===== src/rtl/multicycle_core.sv =====
// rtl/multicycle_core.sv - multi-cycle MIPS-subset core with handshaked instruction/data memories
//
// Purpose: executes one instruction at a time through FETCH/DECODE/EXEC/[MEM]/WB,
// holding memory requests stable across any number of wait states.
// Ports:
//   clk, rst_n                       clock (rising edge), asynchronous active-low reset
//   imem_req/addr/ack/rdata          instruction fetch handshake (word address = pc)
//   dmem_req/we/addr/wdata/ack/rdata data load/store handshake (word address)
//   halted                           high once a HALT opcode has been decoded
//   retire, retire_pc/we/rd/data     one-cycle completion pulse and what it wrote

module multicycle_core #(
  parameter int XLEN  = 32,
  parameter int PC_W  = 32,
  parameter int NREGS = 32,
  parameter logic [PC_W-1:0] RESET_PC = '0
) (
  input  logic            clk,
  input  logic            rst_n,
  output logic            imem_req,
  output logic [PC_W-1:0] imem_addr,
  input  logic            imem_ack,
  input  logic [31:0]     imem_rdata,
  output logic            dmem_req,
  output logic            dmem_we,
  output logic [XLEN-1:0] dmem_addr,
  output logic [XLEN-1:0] dmem_wdata,
  input  logic            dmem_ack,
  input  logic [XLEN-1:0] dmem_rdata,
  output logic            halted,
  output logic            retire,
  output logic [PC_W-1:0] retire_pc,
  output logic            retire_we,
  output logic [4:0]      retire_rd,
  output logic [XLEN-1:0] retire_data
);

  localparam int RI = (NREGS > 1) ? $clog2(NREGS) : 1;

  localparam logic [5:0] OP_R = 6'd0,  OP_J = 6'd2,   OP_JAL = 6'd3,  OP_BEQ = 6'd4;
  localparam logic [5:0] OP_BNE = 6'd5, OP_ADDI = 6'd8, OP_ORI = 6'd13, OP_LW = 6'd35;
  localparam logic [5:0] OP_ANDI = 6'd36, OP_SW = 6'd43, OP_HALT = 6'h3F;
  localparam logic [5:0] F_SLL = 6'd0, F_SRL = 6'd2, F_JR = 6'd8, F_MUL = 6'd24;
  localparam logic [5:0] F_ADD = 6'd32, F_AND = 6'd36, F_OR = 6'd37, F_NOR = 6'd39, F_SLT = 6'd42;

  typedef enum logic [2:0] {S_FETCH, S_DECODE, S_EXEC, S_MEM, S_WB, S_HALT} state_t;

  state_t state, state_nx;

  logic [PC_W-1:0] pc, npc;
  logic [31:0]     ir;
  logic [XLEN-1:0] a, b, result;
  logic            wb_we;
  logic [4:0]      wb_rd;
  logic            started;   // keeps imem_req low for the first cycle out of reset
  logic [XLEN-1:0] regs [NREGS];

  logic [5:0]  op, funct;
  logic [4:0]  rs_f, rt_f, rd_f, shamt;
  logic [15:0] imm;

  assign op    = ir[31:26];
  assign rs_f  = ir[25:21];
  assign rt_f  = ir[20:16];
  assign rd_f  = ir[15:11];
  assign shamt = ir[10:6];
  assign funct = ir[5:0];
  assign imm   = ir[15:0];

  // Execute-stage combinational results, registered at the end of EXEC.
  logic [XLEN-1:0] x_res;
  logic [PC_W-1:0] x_npc, pc1, jt;
  logic            x_we;
  logic [4:0]      x_rd;
  logic [XLEN-1:0] sext, zext;
  logic [PC_W-1:0] psext;

  always_comb begin
    sext  = {{(XLEN-16){imm[15]}}, imm};
    zext  = {{(XLEN-16){1'b0}}, imm};
    psext = {{(PC_W-16){imm[15]}}, imm};
    pc1   = pc + 1'b1;
    jt    = pc;
    jt[25:0] = ir[25:0];
    x_res = '0;
    x_npc = pc1;
    x_we  = 1'b0;
    x_rd  = '0;
    case (op)
      OP_R: begin
        x_we = 1'b1;
        x_rd = rd_f;
        case (funct)
          F_ADD:   x_res = a + b;
          F_AND:   x_res = a & b;
          F_OR:    x_res = a | b;
          F_NOR:   x_res = ~(a | b);
          F_MUL:   x_res = a * b;
          F_SLT:   x_res = XLEN'($signed(a) < $signed(b));
          F_SLL:   x_res = b << shamt;
          F_SRL:   x_res = b >> shamt;
          F_JR: begin
            x_we  = 1'b0;
            x_npc = PC_W'(a);
          end
          default: x_we = 1'b0;
        endcase
      end
      OP_ADDI: begin x_we = 1'b1; x_rd = rt_f; x_res = a + sext; end
      OP_ANDI: begin x_we = 1'b1; x_rd = rt_f; x_res = a & zext; end
      OP_ORI:  begin x_we = 1'b1; x_rd = rt_f; x_res = a | zext; end
      OP_LW:   begin x_we = 1'b1; x_rd = rt_f; x_res = a + sext; end
      OP_SW:   x_res = a + sext;
      OP_BEQ:  if (a == b) x_npc = pc1 + psext;
      OP_BNE:  if (a != b) x_npc = pc1 + psext;
      OP_J:    x_npc = jt;
      OP_JAL: begin
        x_npc = jt;
        x_we  = 1'b1;
        x_rd  = 5'd31;
        x_res = XLEN'(pc1);
      end
      default: ;
    endcase
    // r0 is hard-wired: a write aimed at it is dropped and not reported.
    if (x_rd[RI-1:0] == '0) x_we = 1'b0;
    if (!x_we) x_rd = '0;
  end

  always_comb begin
    state_nx = state;
    case (state)
      S_FETCH:  if (imem_req && imem_ack) state_nx = S_DECODE;
      S_DECODE: state_nx = (op == OP_HALT) ? S_HALT : S_EXEC;
      S_EXEC:   state_nx = (op == OP_LW || op == OP_SW) ? S_MEM : S_WB;
      S_MEM:    if (dmem_ack) state_nx = S_WB;
      S_WB:     state_nx = S_FETCH;
      default:  state_nx = S_HALT;
    endcase
  end

  always_ff @(posedge clk or negedge rst_n) begin
    if (!rst_n) begin
      state   <= S_FETCH;
      pc      <= RESET_PC;
      npc     <= RESET_PC;
      ir      <= '0;
      a       <= '0;
      b       <= '0;
      result  <= '0;
      wb_we   <= 1'b0;
      wb_rd   <= '0;
      started <= 1'b0;
      for (int i = 0; i < NREGS; i++) regs[i] <= '0;
    end else begin
      state   <= state_nx;
      started <= 1'b1;
      case (state)
        S_FETCH:  if (imem_req && imem_ack) ir <= imem_rdata;
        S_DECODE: begin
          a <= regs[rs_f[RI-1:0]];
          b <= regs[rt_f[RI-1:0]];
        end
        S_EXEC: begin
          result <= x_res;
          npc    <= x_npc;
          wb_we  <= x_we;
          wb_rd  <= x_rd;
        end
        S_MEM:    if (dmem_ack && op == OP_LW) result <= dmem_rdata;
        S_WB: begin
          if (wb_we) regs[wb_rd[RI-1:0]] <= result;
          pc <= npc;
        end
        default: ;
      endcase
    end
  end

  assign imem_req    = (state == S_FETCH) && started;
  assign imem_addr   = pc;
  assign dmem_req    = (state == S_MEM);
  assign dmem_we     = dmem_req && (op == OP_SW);
  assign dmem_addr   = dmem_req ? result : '0;
  assign dmem_wdata  = dmem_we ? b : '0;
  assign halted      = (state == S_HALT);
  assign retire      = (state == S_WB);
  assign retire_pc   = retire ? pc : '0;
  assign retire_we   = retire && wb_we;
  assign retire_rd   = retire ? wb_rd : '0;
  assign retire_data = retire ? result : '0;

endmodule


===== config.mk =====
export PLATFORM = sky130hd
export DESIGN_NAME = multicycle_core
export DESIGN_NICKNAME = d
export VERILOG_FILES = /design/src/rtl/multicycle_core.sv
export SDC_FILE = /design/constraint.sdc
export NUM_CORES = 2
export LEC_CHECK = 0
export BUFFER_PORTS_ARGS = -buffer_cell sky130_fd_sc_hd__buf_2
export CORE_ASPECT_RATIO = 1.5
export CORE_MARGIN = 1
export CORE_UTILIZATION = 31
export DETAILED_ROUTE_END_ITERATION = 6
export SLEW_MARGIN = 30
export SYNTH_ARGS = -nofsm -noshare
export SYNTH_HDL_FRONTEND = slang
export SYNTH_SLANG_ARGS = --single-unit

===== constraint.sdc =====
create_clock -name clk -period 7.5 [get_ports clk]
set_input_delay 0.375 -clock clk [delete_from_list [all_inputs] [get_ports clk]]
set_output_delay 0.375 -clock clk [all_outputs]
set_load 0.01 [all_outputs]

# Word level (Yosys, flattened, before mapping)
# Cells that the tools add are included.
[classes] n_mul=1 mux=32 add_sub_neg=4 magnitude_cmp=5 div_mod_pow=0 shifts=2 eq_ne=28 bitwise_logic=8 n_reduce_logical=21
[ops] op="bitwise mux 1024 bit" count=1
[ops] op="2-to-1 mux 32 bit" count=13
[ops] op="binary-select mux 32 bit (select 5 bit)" count=2
[ops] op="one-hot mux 32 bit (8 select lines)" count=1
[ops] op="demux 32 bit (select 5 bit)" count=1
[ops] op="one-hot mux 32 bit (5 select lines)" count=1
[ops] op="one-hot mux 32 bit (4 select lines)" count=1
[ops] op="adder 32 bit" count=3
[ops] op="one-hot mux 32 bit (2 select lines)" count=1
[ops] op="== test 6 bit (second input constant)" count=9
[ops] op="adder 32 x 1 -> 32 bit (second input constant)" count=1
[ops] op="bitwise AND 32 x 16 -> 32 bit" count=1
[ops] op="bitwise AND 32 bit" count=1
[ops] op="== test 32 bit" count=1
[ops] op="< comparator 32 bit" count=1
[ops] op="multiplier 32 x 32 -> 32 bit" count=1
[ops] op="inequality test 32 bit" count=1
[ops] op="NOT 32 bit" count=1
[ops] op="bitwise OR 32 x 16 -> 32 bit" count=1
[ops] op="bitwise OR 32 bit" count=1
[ops] op="left shift 32 x 5 -> 32 bit" count=1
[ops] op="right shift 32 x 5 -> 32 bit" count=1
[ops] op="== test 6 x 2 -> 1 bit (second input constant)" count=3
[ops] op="== test 6 x 4 -> 1 bit (second input constant)" count=3
[ops] op="other kinds (28)" count=50
[totals] register_bits=1226 rom_bits=0 output_inout_bits=171 latchBits=0 mem_count=0 input_bits=68 ram_bits=0

# Logic depth before layout (Yosys ltp)
[depth] word_depth=6 mapped_depth=29 mapped_depth_nobuf=27

# Worst setup path after synthesis
# OpenSTA, ideal clock, no wires.
[synth_path] kind="register to register" start="reg a[12]" end="reg result[31]" required_ns=7.406 synth_period_minus_slack_ns=7.568 t_arrival_ns=7.474 stages_incl_launch_ff=28 path_slack_ns=-0.068 path_cell_list="dfrtp_1 > clkbuf_1 > inv_1 > clkbuf_1 > nor2_1 > fa_1 > fa_1 > fa_1 > inv_1 > fa_1 > inv_1 > fa_1 > inv_1 > fa_1 > inv_1 > fa_1 > fa_1 > ha_1 > and3_1 > and3_1 > nand2_1 > o31ai_1 > a211oi_1 > o41ai_1 > xnor2_1 > a221o_1 > nand2_1 > a221oi_2"
[synth_via] elab_chain_cells=4 elab_cells_between_ends=6 cone_classes="2 x add/sub; 1 x mul; 3 x mux"
[synth_lines] item="start, declared" line_no="52" text="logic [XLEN-1:0] a, b, result;"
[synth_lines] item="start signal, assigned" line_no="161" text="a <= regs[rs_f[RI-1:0]];"
[synth_lines] item="multiplier 32 x 32 -> 32 bit / adder 32 bit (equally long branches)" line_no="98, 94"
[synth_lines] item="one-hot mux 32 bit (8 select lines)" line_no="93" text="case (funct)"
[synth_lines] item="one-hot mux 32 bit (5 select lines) *" line_no="89" text="case (op)"
[synth_lines] item="one-hot mux 32 bit (2 select lines) *" line_no="158" text="case (state)"
[synth_lines] item="end signal, assigned" line_no="165" text="result <= x_res;"
[synth_lines] item="end signal, assigned" line_no="170" text="S_MEM: if (dmem_ack && op == OP_LW) result <= dmem_rdata;"
[synth_lines] item="end, declared" line_no="52"
# Mark *: on every way between the ends. The rest lies on a longest branch, timed or not.
# A chain may end at the register's enable or synchronous reset.

# Worst setup path after layout
[layout_path] start="reg a[14]" end="reg result[31]"
# The elaborated chain is that of the path after synthesis.

==> run_results.csv <==
group,metric,value,unit
placement,portBuffers,238,
setup_path,crit_required,8190,ps
timing,worst_slew_pin_slew,1094,ps
layout,syn2layout_area_growth,14.45,%
clock_tree,clock_sinks,1226,
setup_path,crit_path_end_kind,"flop",
timing,worst_slack,129.8,ps
timing,slew_violations,0,
setup_path,crit_chain,"buf_4, ha_1, fa_1, fa_1, fa_1, fa_1, inv_1, fa_1, inv_1, fa_1, fa_1, fa_1, ha_1, or3_1, a211oi_2, o41ai_2, xnor2_1, a221o_1, nand2_1, a221oi_2",
layout,layout_common_cells,"dfrtp_1 (1202), mux2_2 (1089), mux4_2 (692), nor2_1 (634), inv_1 (482)",
setup_path,cp_slowest_cell,"fa_1",
detailed_routing,wl,391.1,mm
detailed_routing,detail_route.wl_per_cell,33.69,µm
detailed_routing,drcViolationCount,0,
yosys,synth.net_count,8247,
yosys,synth-main-ff-cell,"dfrtp_1",
pwr,p_per_area,126.9,mW/mm²
timing,period_share,98.27,%
clock_tree,root_buffer,"clkbuf_16",
floorplan,ios,239,
setup_path,crit_path_max_incr_delay,610,ps
yosys,netlist_instances,7470,
detailed_routing,dr.pass1.iters,6,
yosys,synth_edf_count,0,
placement,gp_congestion,1.045,
setup_path,cp-start-kind,"flop",
placement,dp_hpwl,287.1,mm
floorplan,core_area,0.2877,mm²
worst_hold_path,hold_path_class,"input pin to async pin",
clock_tree,clk_path_buf_depth,3,
global_route,grt_pass1_vias,71570,
floorplan,die_w,441.5,µm
layout,drive_gt1_share,36.91,%
timing,setup_viol,0,
layout,final.fill_count,28250,
pwr,leakagePower,46.05,nW
yosys,yosysSeqAreaShare,34.16,%
global_route,antenna_found_initial,48,
timing,hold_viol,0,
clock_tree,cts_tree,"built",
floorplan,die_area,0.2919,mm²
yosys,syn_area_per_cell,12.02,µm²
timing,clock_skew,92.88,ps
setup_path,critical-path-top-delay-family,"adder cells",
clock_tree,htree_levels,3,
setup_path,critPathKind,"flop to flop",
setup_path,crit_buf_inv,3,
floorplan,fp.dieH,661.2,µm
job,cap_violations,0,
timing,fmax,0.1357,GHz
layout,layout_commonest_cell,"dfrtp_1",
yosys,synth_area,0.08981,mm²
detailed_routing,routed_via_density,5.879,
setup_path,path_max_fanout,13,
yosys,async_flop_share,100.0,%
placement,dp_slack,-93.49,ps
status,status,"complete, no violations",
detailed_routing,drtIter0Drc,6582,
setup_path,critPathArrivalTime,8060,ps
layout,num-nets-final,8497,
clock_tree,clock_latency,810,ps
floorplan,rows,241,
floorplan,start_util,31.22,%
yosys,ys_types,84,
timing,post-route-min-period,7370,ps
yosys,synth-seq-cells,1226,
timing,relSlewSlack,24.98,%
setup_path,crit_top_cell,"fa_1",
global_route,grt_pass1_wl,547.6,mm
detailed_routing,vias,68240,
setup_path,reg2reg_setup_slack,130,ps
global_route,grt.overflow.total,0,
pwr,ir_worst_vdd,0.2116,mV
detailed_routing,detail-route-antenna-nets,0,
timing,setup_tns,0,ps
yosys,yosysWarningCount,0,
timing,hold_slack,50.19,ps
global_route,grt_usage,26.64,%
timing,grt_setup_unrepaired,"yes",
clock_tree,cts_buffers,114,
clock_tree,path_clk_slew,80,ps
global_route,grt_max_degree,181,
## what timing repair did
item	CTS	global route
hold buffers	44	0
setup buffers	0	7
gates resized for setup	5	111
pin swaps	0	20
endpoints found under the hold margin	161	0
cloned	0	0
endpoints found under the setup margin	5	18
## final cells by class
cell class | count | area [µm²] | share of cell area [%]
multi-input combinational | 5100 | 55520 | 54.02
sequential | 1226 | 30740 | 29.91
timing repair buffer | 762 | 5901 | 5.741
tap | 3766 | 4712 | 4.584
clock buffer | 157 | 3224 | 3.137
inverter | 516 | 1941 | 1.888
clock inverter | 56 | 689.4 | 0.6707
antenna | 24 | 60.06 | 0.05843
## routing by layer
metal	vias up	wire length [µm]	part of all wire, %	global-route usage, %
li1	27560	-	-	-
met1	36070	132900	34	28.95
met2	3351	192800	49	45.01
met3	1237	27520	7.0	5.067
met4	24	37690	9.6	21.67
met5	-	156	0.040	0
## state kept, by name, summed over array words and instances (netlist names)
register / flops
result: 32
imem_addr: 32
npc: 32
started: 1
wb_rd: 5
state: 3
a: 32
wb_we: 1
ir: 32
regs: 1024
b: 32
## metrics by stage
| step | cells | util, % | total power [W] | area, µm² |
|---|---|---|---|---|
| 2_1_floorplan | 7470 | - | 0.006738 | 89810 |
| 3_3_place_gp | 11310 | 33.88 | 0.006914 | 97470 |
| 3_5_place_dp | 11310 | 33.93 | 0.006919 | 97610 |
| 4_1_cts | 11570 | 35.45 | 0.01315 | 102000 |
| 5_1_grt | 11590 | 35.71 | 0.01339 | 102700 |
| 6_report | 11610 | 35.73 | 0.01305 | 102800 |
## cells by family after synthesis
kind of cell	after synthesis	synth area share (%)
AND/OR/NAND/NOR	1429	7.036
AO/OA/AOI/OAI	887	6.632
adder cells (fa/ha/maj)	709	13.31
flip-flops	1226	34.16
XOR/XNOR	186	1.829
buffers and inverters	1144	4.820
multiplexers	1888	32.20
other	1	0.004176
## worst paths after layout
path,depth (start not counted),start,end
setup / recovery,20,a[14],result[31]
hold / removal,2,rst_n,regs[858]
setup reg to reg,20,a[14],result[31]
hold reg to reg,1,wb_we,wb_we
max in group asynchronous,6,rst_n,regs[840]
min in group clk,2,imem_rdata[25],ir[25]
## cell usage after synthesis (14+ instances only)
cell,number,share of area (%)
o21ai_0,103,0.57
buf_1,134,0.56
o221ai_1,21,0.20
nor2_1,657,2.7
a21oi_1,253,1.4
o211ai_1,19,0.16
nand2_1,365,1.5
a221o_1,35,0.39
nand2b_1,19,0.13
mux2i_1,105,1.2
mux2_2,1089,14
a211oi_1,52,0.43
a221oi_1,71,0.69
and3_1,99,0.69
clkbuf_1,479,2.0
nor2b_1,16,0.11
a21o_1,49,0.41
clkinv_1,15,0.063
nor3_1,48,0.27
o21ai_1,29,0.16
dfrtp_1,1226,34
or3_1,22,0.15
a22oi_1,14,0.12
nand4_1,16,0.11
o22ai_1,31,0.22
xnor2_1,123,1.2
a31oi_1,60,0.42
ha_1,298,4.2
inv_1,496,2.1
fa_1,411,9.2
nand3_1,58,0.32
mux4_2,692,17
xor2_1,62,0.60
o21a_1,19,0.16
o21bai_1,23,0.19
o31ai_1,14,0.12
and2_1,67,0.47
nor4_1,17,0.12
## where the power goes
part           switching [W]  internal [W]
sequential      0.0000000762       0.00661
clock                0.00288       0.00335
combinational       0.000159     0.0000427
Power figures use the tool's default switching activity.
